[src/rtl/cvrt_pkg.sv]
// Shared types and limits for the binary/gray counter family.
package cvrt_pkg;

  typedef enum logic {
    CNT_DN = 1'b0,
    CNT_UP = 1'b1
  } cnt_dir_e;

  localparam int unsigned CVRT_MAX_WIDTH = 32;

endpackage : cvrt_pkg

[src/rtl/cvrt_bin_gry.sv]
// Combinational binary-to-gray converter.
module cvrt_bin_gry #(
  parameter int unsigned DATA_WIDTH = 4
) (
  input  logic [DATA_WIDTH-1:0] i_bin,
  output logic [DATA_WIDTH-1:0] o_gry
);

  assign o_gry = i_bin ^ (i_bin >> 1);

endmodule : cvrt_bin_gry

[src/rtl/cvrt_gry_cnt.sv]
// Up/down counter holding binary and registered gray copies, with load,
// wrap pulse and a combinational next-gray preview for FIFO look-ahead.
module cvrt_gry_cnt
  import cvrt_pkg::*;
#(
  parameter int unsigned DATA_WIDTH = 4,
  parameter int unsigned INIT_VAL   = 0
) (
  input  logic                  i_clk,
  input  logic                  i_rst,
  input  logic                  i_en,
  input  logic                  i_dir,
  input  logic                  i_load,
  input  logic [DATA_WIDTH-1:0] i_load_bin,
  output logic [DATA_WIDTH-1:0] o_bin,
  output logic [DATA_WIDTH-1:0] o_gry,
  output logic [DATA_WIDTH-1:0] o_gry_nxt,
  output logic                  o_wrap
);

  if (DATA_WIDTH < 2 || DATA_WIDTH > CVRT_MAX_WIDTH) begin : g_bad_width
    $error("cvrt_gry_cnt: DATA_WIDTH out of range 2..%0d", CVRT_MAX_WIDTH);
  end
  if ((64'(INIT_VAL) >> DATA_WIDTH) != 64'd0) begin : g_bad_init
    $error("cvrt_gry_cnt: INIT_VAL does not fit in DATA_WIDTH bits");
  end

  localparam logic [DATA_WIDTH-1:0] INIT_BIN = DATA_WIDTH'(INIT_VAL);
  localparam logic [DATA_WIDTH-1:0] INIT_GRY = INIT_BIN ^ (INIT_BIN >> 1);
  localparam logic [DATA_WIDTH-1:0] ONE      = DATA_WIDTH'(1);

  cnt_dir_e              dir;
  logic [DATA_WIDTH-1:0] bin_q, bin_d;
  logic [DATA_WIDTH-1:0] gry_q, gry_d;
  logic                  wrap_q, wrap_d;
  logic [DATA_WIDTH-1:0] step_bin;
  logic                  step_wraps;
  logic [DATA_WIDTH-1:0] conv_bin;
  logic [DATA_WIDTH-1:0] conv_gry;

  assign dir = cnt_dir_e'(i_dir);

  always_comb begin
    step_bin   = (dir == CNT_UP) ? bin_q + ONE : bin_q - ONE;
    step_wraps = (dir == CNT_UP) ? (&bin_q) : (bin_q == '0);
  end

  // Load shares the register-side converter, so o_gry is always a flop fed by gray(next bin).
  assign conv_bin = i_load ? i_load_bin : step_bin;

  cvrt_bin_gry #(.DATA_WIDTH(DATA_WIDTH)) u_gry_reg (
    .i_bin (conv_bin),
    .o_gry (conv_gry)
  );

  cvrt_bin_gry #(.DATA_WIDTH(DATA_WIDTH)) u_gry_nxt (
    .i_bin (step_bin),
    .o_gry (o_gry_nxt)
  );

  always_comb begin
    bin_d  = bin_q;
    gry_d  = gry_q;
    wrap_d = 1'b0;
    if (i_load) begin
      bin_d = i_load_bin;
      gry_d = conv_gry;
    end else if (i_en) begin
      bin_d  = step_bin;
      gry_d  = conv_gry;
      wrap_d = step_wraps;
    end
  end

  always_ff @(posedge i_clk) begin
    if (i_rst) begin
      bin_q  <= INIT_BIN;
      gry_q  <= INIT_GRY;
      wrap_q <= 1'b0;
    end else begin
      bin_q  <= bin_d;
      gry_q  <= gry_d;
      wrap_q <= wrap_d;
    end
  end

  assign o_bin  = bin_q;
  assign o_gry  = gry_q;
  assign o_wrap = wrap_q;

endmodule : cvrt_gry_cnt

[config.mk]
export PLATFORM = sky130hd
export DESIGN_NAME = cvrt_gry_cnt
export DESIGN_NICKNAME = d
export VERILOG_FILES = /design/src/rtl/cvrt_pkg.sv /design/src/rtl/cvrt_bin_gry.sv /design/src/rtl/cvrt_gry_cnt.sv
export SDC_FILE = /design/constraint.sdc
export NUM_CORES = 1
export LEC_CHECK = 0
export BUFFER_PORTS_ARGS = -buffer_cell sky130_fd_sc_hd__buf_2
export CORE_MARGIN = 1.5
export CORE_UTILIZATION = 29
export CTS_CLUSTER_SIZE = 16
export DETAILED_ROUTE_END_ITERATION = 10
export HOLD_SLACK_MARGIN = 0.03
export PLACE_DENSITY = 0.64
export RECOVER_POWER = 100
export SYNTH_ARGS = -nofsm -noshare
export SYNTH_HDL_FRONTEND = slang
export SYNTH_SLANG_ARGS = --single-unit
[constraint.sdc]
create_clock -name i_clk -period 3.1 [get_ports i_clk]
set_input_delay 0.155 -clock i_clk [delete_from_list [all_inputs] [get_ports i_clk]]
set_output_delay 0.155 -clock i_clk [all_outputs]
set_load 0.05 [all_outputs]
# Word level (Yosys, flattened, before mapping)
# Index checks and enable logic that the tools add are counted.
# word_totals
in_bits	9
word_cells	19
reg_bits	9
# op_classes
n_reduce_logical	4
bitwise_logic	3
mux	7
addsub	2
# op_table
op	count
$mux 4	6
$xor 4x3->4	2
$add 4x1->4 const B	1
$logic_not 4->1	1
$reduce_and 4->1	1
$sub 4x1->4 const B	1
$reduce_or 3->1	1
$reduce_bool 2->1	1
$mux 1	1
$not 1->1	1

# Logic depth before layout (Yosys ltp)
# logic_depth
depth_word	6
depth_mapped	8

# Hierarchy
# From an unflattened synthesis, not the netlist that was laid out.
# hier_totals
cells_unflattened	73
hier_area_um2	643.1
# modules_own_cells
module	area_per_inst_um2	instances	cells_per_inst	seq_area_each_um2
cvrt_gry_cnt	575.6	1	65	180.2
cvrt_bin_gry	33.8	2	4	0.0

# Least setup slack after synthesis
# No wires, ideal clock.
# synth_timing
path_type	reg-to-reg
start	reg bin_q[0], in the netlist o_bin[0]
end	reg gry_q[1], in the netlist o_gry[1]
slack_ns	0.287
t_arrival_ns	2.717
path_buffers	1
path_stages_with_launch	8
required_time_ns	3.005
path_cell_list	dfxtp_1 > buf_4 > inv_1 > fa_1 > xnor2_1 > xnor2_1 > nand2_1 > a221oi_1
# synth_between
elab_chain_cells	6
# synth_rtl
item	line_no	source
start: declaration	cvrt_gry_cnt.sv:33	logic [DATA_WIDTH-1:0] bin_q, bin_d;
start signal: assignment	cvrt_gry_cnt.sv:81	bin_q <= bin_d;
$sub 4x1->4 / $add 4x1->4 (equally long branches)	cvrt_gry_cnt.sv:44	step_bin = (dir == CNT_UP) ? bin_q + ONE : bin_q - ONE;
$mux 4 (*)	cvrt_gry_cnt.sv:44	
$mux 4 (*)	cvrt_gry_cnt.sv:49	assign conv_bin = i_load ? i_load_bin : step_bin;
$xor 4x3->4 (*)	cvrt_bin_gry.sv:9	assign o_gry = i_bin ^ (i_bin >> 1);
$mux 4	cvrt_gry_cnt.sv:68	end else if (i_en) begin
$mux 4 (*)	cvrt_gry_cnt.sv:65	if (i_load) begin
end signal: assignment	cvrt_gry_cnt.sv:82	gry_q <= gry_d;
end: declaration	cvrt_gry_cnt.sv:34	logic [DATA_WIDTH-1:0] gry_q, gry_d;
# Mark *: on every way between the ends. The rest lies on a longest branch, timed or not. The select of a mux whose other input is x is not followed.
# A chain may end at the register's enable or synchronous reset.

# Worst setup path after layout
# layout_timing
start	reg bin_q[1], in the netlist o_bin[1]
end	out o_gry_nxt[2]
# layout_between
elab_chain_cells	3
# layout_rtl
item	line_no	source
$sub 4x1->4 / $add 4x1->4 (equally long branches)	cvrt_gry_cnt.sv:44	
$mux 4 (*)	cvrt_gry_cnt.sv:44	
$xor 4x3->4 (*)	cvrt_bin_gry.sv:9	
end: declaration	cvrt_gry_cnt.sv:17	output logic [DATA_WIDTH-1:0] o_gry_nxt,
# Mark *: on every way between the ends. The rest lies on a longest branch, timed or not.

==> out/summary.txt <==
Level count of the clock H-tree -> 1
Clock Pin Slew Worst Setup and Hold Paths -> 0.05 ns
Critical-path cell list -> ha_1, a21o_2, a21oi_1, xnor2_1, xnor3_1, clkbuf_1
Headroom to the max-slew limit -> 0.588
Tot GR Track Use -> 0.144
Post-Synthesis Net Count -> 79
Crit-path leading delay family -> XOR/XNOR gates
Layout Cell Area excl Fill -> 666 sq um
N_diodes -> 0
Pin count of the biggest net entering global routing -> 16
Die ar. -> 2210 sq um
YS warnings -> 0
Share of final-layout standard cells stronger than drive strength 1 -> 0.140
Met3 Resource Use GR -> 0.0654
Power density over cell area -> 651 nW/um^2
Worst stage delay on the critical path -> 0.48 ns
# IOs -> 22
Half-perimeter wire length after placement -> 978 um
Worst Path Arrival -> 2.38 ns
Critical Path Fanout Max -> 6
Final critical-path required period -> 2.54 ns
Cell type contributing the most total cell area after synthesis -> sky130_fd_sc_hd__dfxtp_1
Number of buffers created by CTS -> 3
Top achievable clock speed -> 394 MHz
Cell Rows -> 15
Clock Root Buffer -> sky130_fd_sc_hd__clkbuf_4
1st-pass router iterations -> 4
Clock latency reported for the late side of the worst-skew pair -> 0.25 ns
Area growth from synthesis to layout -> 18.7%
Average wire length per cell after detail routing -> 11.4 um
Clock tree skew after final layout -> 0.000431 ns
Met2 Track Usage GR -> 0.225
TritonCTS clock tree -> built
Number of antenna violations at the first check in global routing -> 0
Setup bufs post-CTS -> 0
Outcome -> complete, no violations
Final setup viols -> 0
Number of buffer cells added on primary ports -> 21
Vias after detailed routing -> 543
Average cell area after synthesis -> 8.37 sq um
Iteration-0 DRC Markers -> 13
Number of enable-type register cells in the synthesized netlist -> 0
Die width -> 47.0 um
Cells taking the most area after synthesis -> sky130_fd_sc_hd__dfxtp_1, sky130_fd_sc_hd__xnor2_1, sky130_fd_sc_hd__a21oi_1
Measured slew at the worst slew-check pin -> 0.620 ns
Max-cap viol count -> 0
Height of the die -> 47.0 um
Most heavily used metal layer in global routing -> met2
Net count, final -> 100
Category of the worst setup path launch point -> flop
Max VDD drop -> 0.288 mV
Cells after Synth -> 67
Final wirelength -> 1.26 mm
Worst Hold Margin -> 0.162 ns
Core area -> 1760 sq um
Critical path buffer and inverter count -> 1
Area share of the largest cell type after synthesis -> 0.286
Final total power -> 0.433 mW
Async SR Flop Fraction -> 0
Final setup TNS -> 0 ns
First-pass GRT wire length -> 2.24 mm
Number of global-route vias before repair -> 520
Final ANT Viol Nets -> 0
Min-delay worst type -> in2reg
Final hold violations -> 0
Post-synth cell types -> 27
Leakage power total -> 0.283 nW
Placement-stage cell area -> 671 sq um
Yosys reg bits -> 8
DRC violation count after routing -> 0
RSZ-0062 raised after global routing -> no
Slew Limit Fails -> 0
Period utilization -> 0.819
Number of buffers between clock root and the deepest sink -> 2
Total overflow reported by the global router -> 0
Critical Path Slowest Stage Cell -> sky130_fd_sc_hd__clkbuf_1
Effective utilization at floorplan -> 0.318
Final GP Congestion -> 0.784
Top flip-flop cell by instance count after synthesis -> sky130_fd_sc_hd__dfxtp_1
Met1 global-route usage -> 0.184
Post-cts repair resize count -> 0
Count of clock tree sinks -> 8
Sequential element share of the synthesized area -> 0.286
Kind of end point of the critical path -> output port
Drt via density -> 4.89
Hold-fix buffers at CTS -> 0
Crit path required time -> 2.94 ns
Area of the mapped netlist -> 561 sq um
Classification of the worst setup path -> reg2out
[cell usage in the layout, fill, tap and decap left out, drive strengths merged]
master,count
fa,1
xnor2,7
mux2i,2
a221oi,1
nor2,9
dfxtp,8
xnor3,1
ha,2
inv,6
o31a,1
nand2b,1
nor3b,1
o21a,2
nand4,1
nor4,1
nor3,4
o21ai,1
clkbuf,16
buf,8
a211oi,1
nand2,1
a21o,1
xor2,1
a21oi,9
[Yosys cell counts (all sizes together) (2+ instances only)]
master and count:
a21oi 9, buf 3, clkbuf 2, dfxtp 8, ha 2, inv 6
mux2i 2, nor2 9, nor3 4, o21a 2, xnor2 7
[layout make-up]
type | count | area (sq um)
flip-flops and latches | 8 | 160
multi-input cells | 48 | 340
fillers | 213 | 1100
inverters | 6 | 22.5
repair buffers | 21 | 88.8
well taps | 25 | 31.3
clock buffers | 3 | 22.5
[path summary, 6_finish.rpt]
path              cells after the start     startpoint  slack, ns            to
setup / recovery                      6       o_bin[1]       0.56  o_gry_nxt[2]
hold / removal                        3  i_load_bin[0]       0.16      o_bin[0]
setup reg to reg                      6       o_bin[1]       1.04      o_gry[2]
hold reg to reg                       2       o_gry[0]       0.53      o_gry[0]
[per-layer routing]
metal  part of all wire  wire [um]
met2               0.46        584
met1               0.47        590
met4                  0          0
met3              0.069         87
met5                  0          0
[cell families after synthesis]
kind of cell,count (synthesis),share of synthesized area
buf+inv,11,0.0870
xor+xnor,9,0.179
mux,2,0.0357
flops,8,0.286
compound gates,16,0.183
fa+ha+maj,3,0.0804
simple gates,18,0.150
[sequential cells by signal, summed over array words and instances (netlist names)]
name    count
o_wrap      1
o_bin       4
o_gry       3
[power by group]
group | leakage (nW) | internal [mW] | switching [mW]
registers | 0.0663 | 0.113 | 0.0109
clock network | 0.0138 | 0.0443 | 0.0348
logic | 0.203 | 0.0589 | 0.172
total | 0.283 | 0.216 | 0.217
[worst reg2reg max path: cells and delay by family (launching register included)]
kind	cells	cell delay (ns)
AOI/OAI and AO/OA	3	0.60
xor gates and xnor gates	2	0.67
adders and majority gates	1	0.27
DFF	1	0.42
[per-stage QoR]
step                      std cells  setup WS, ns  utilization
after detailed placement        108          1.07        0.380
after global placement          108          1.07        0.380
after global routing            111         0.416        0.377
after floorplan                  67         0.287            -
final                           111         0.561        0.377
after CTS                       111         0.821        0.393
Note: power is estimated with default switching activity, not from simulation.
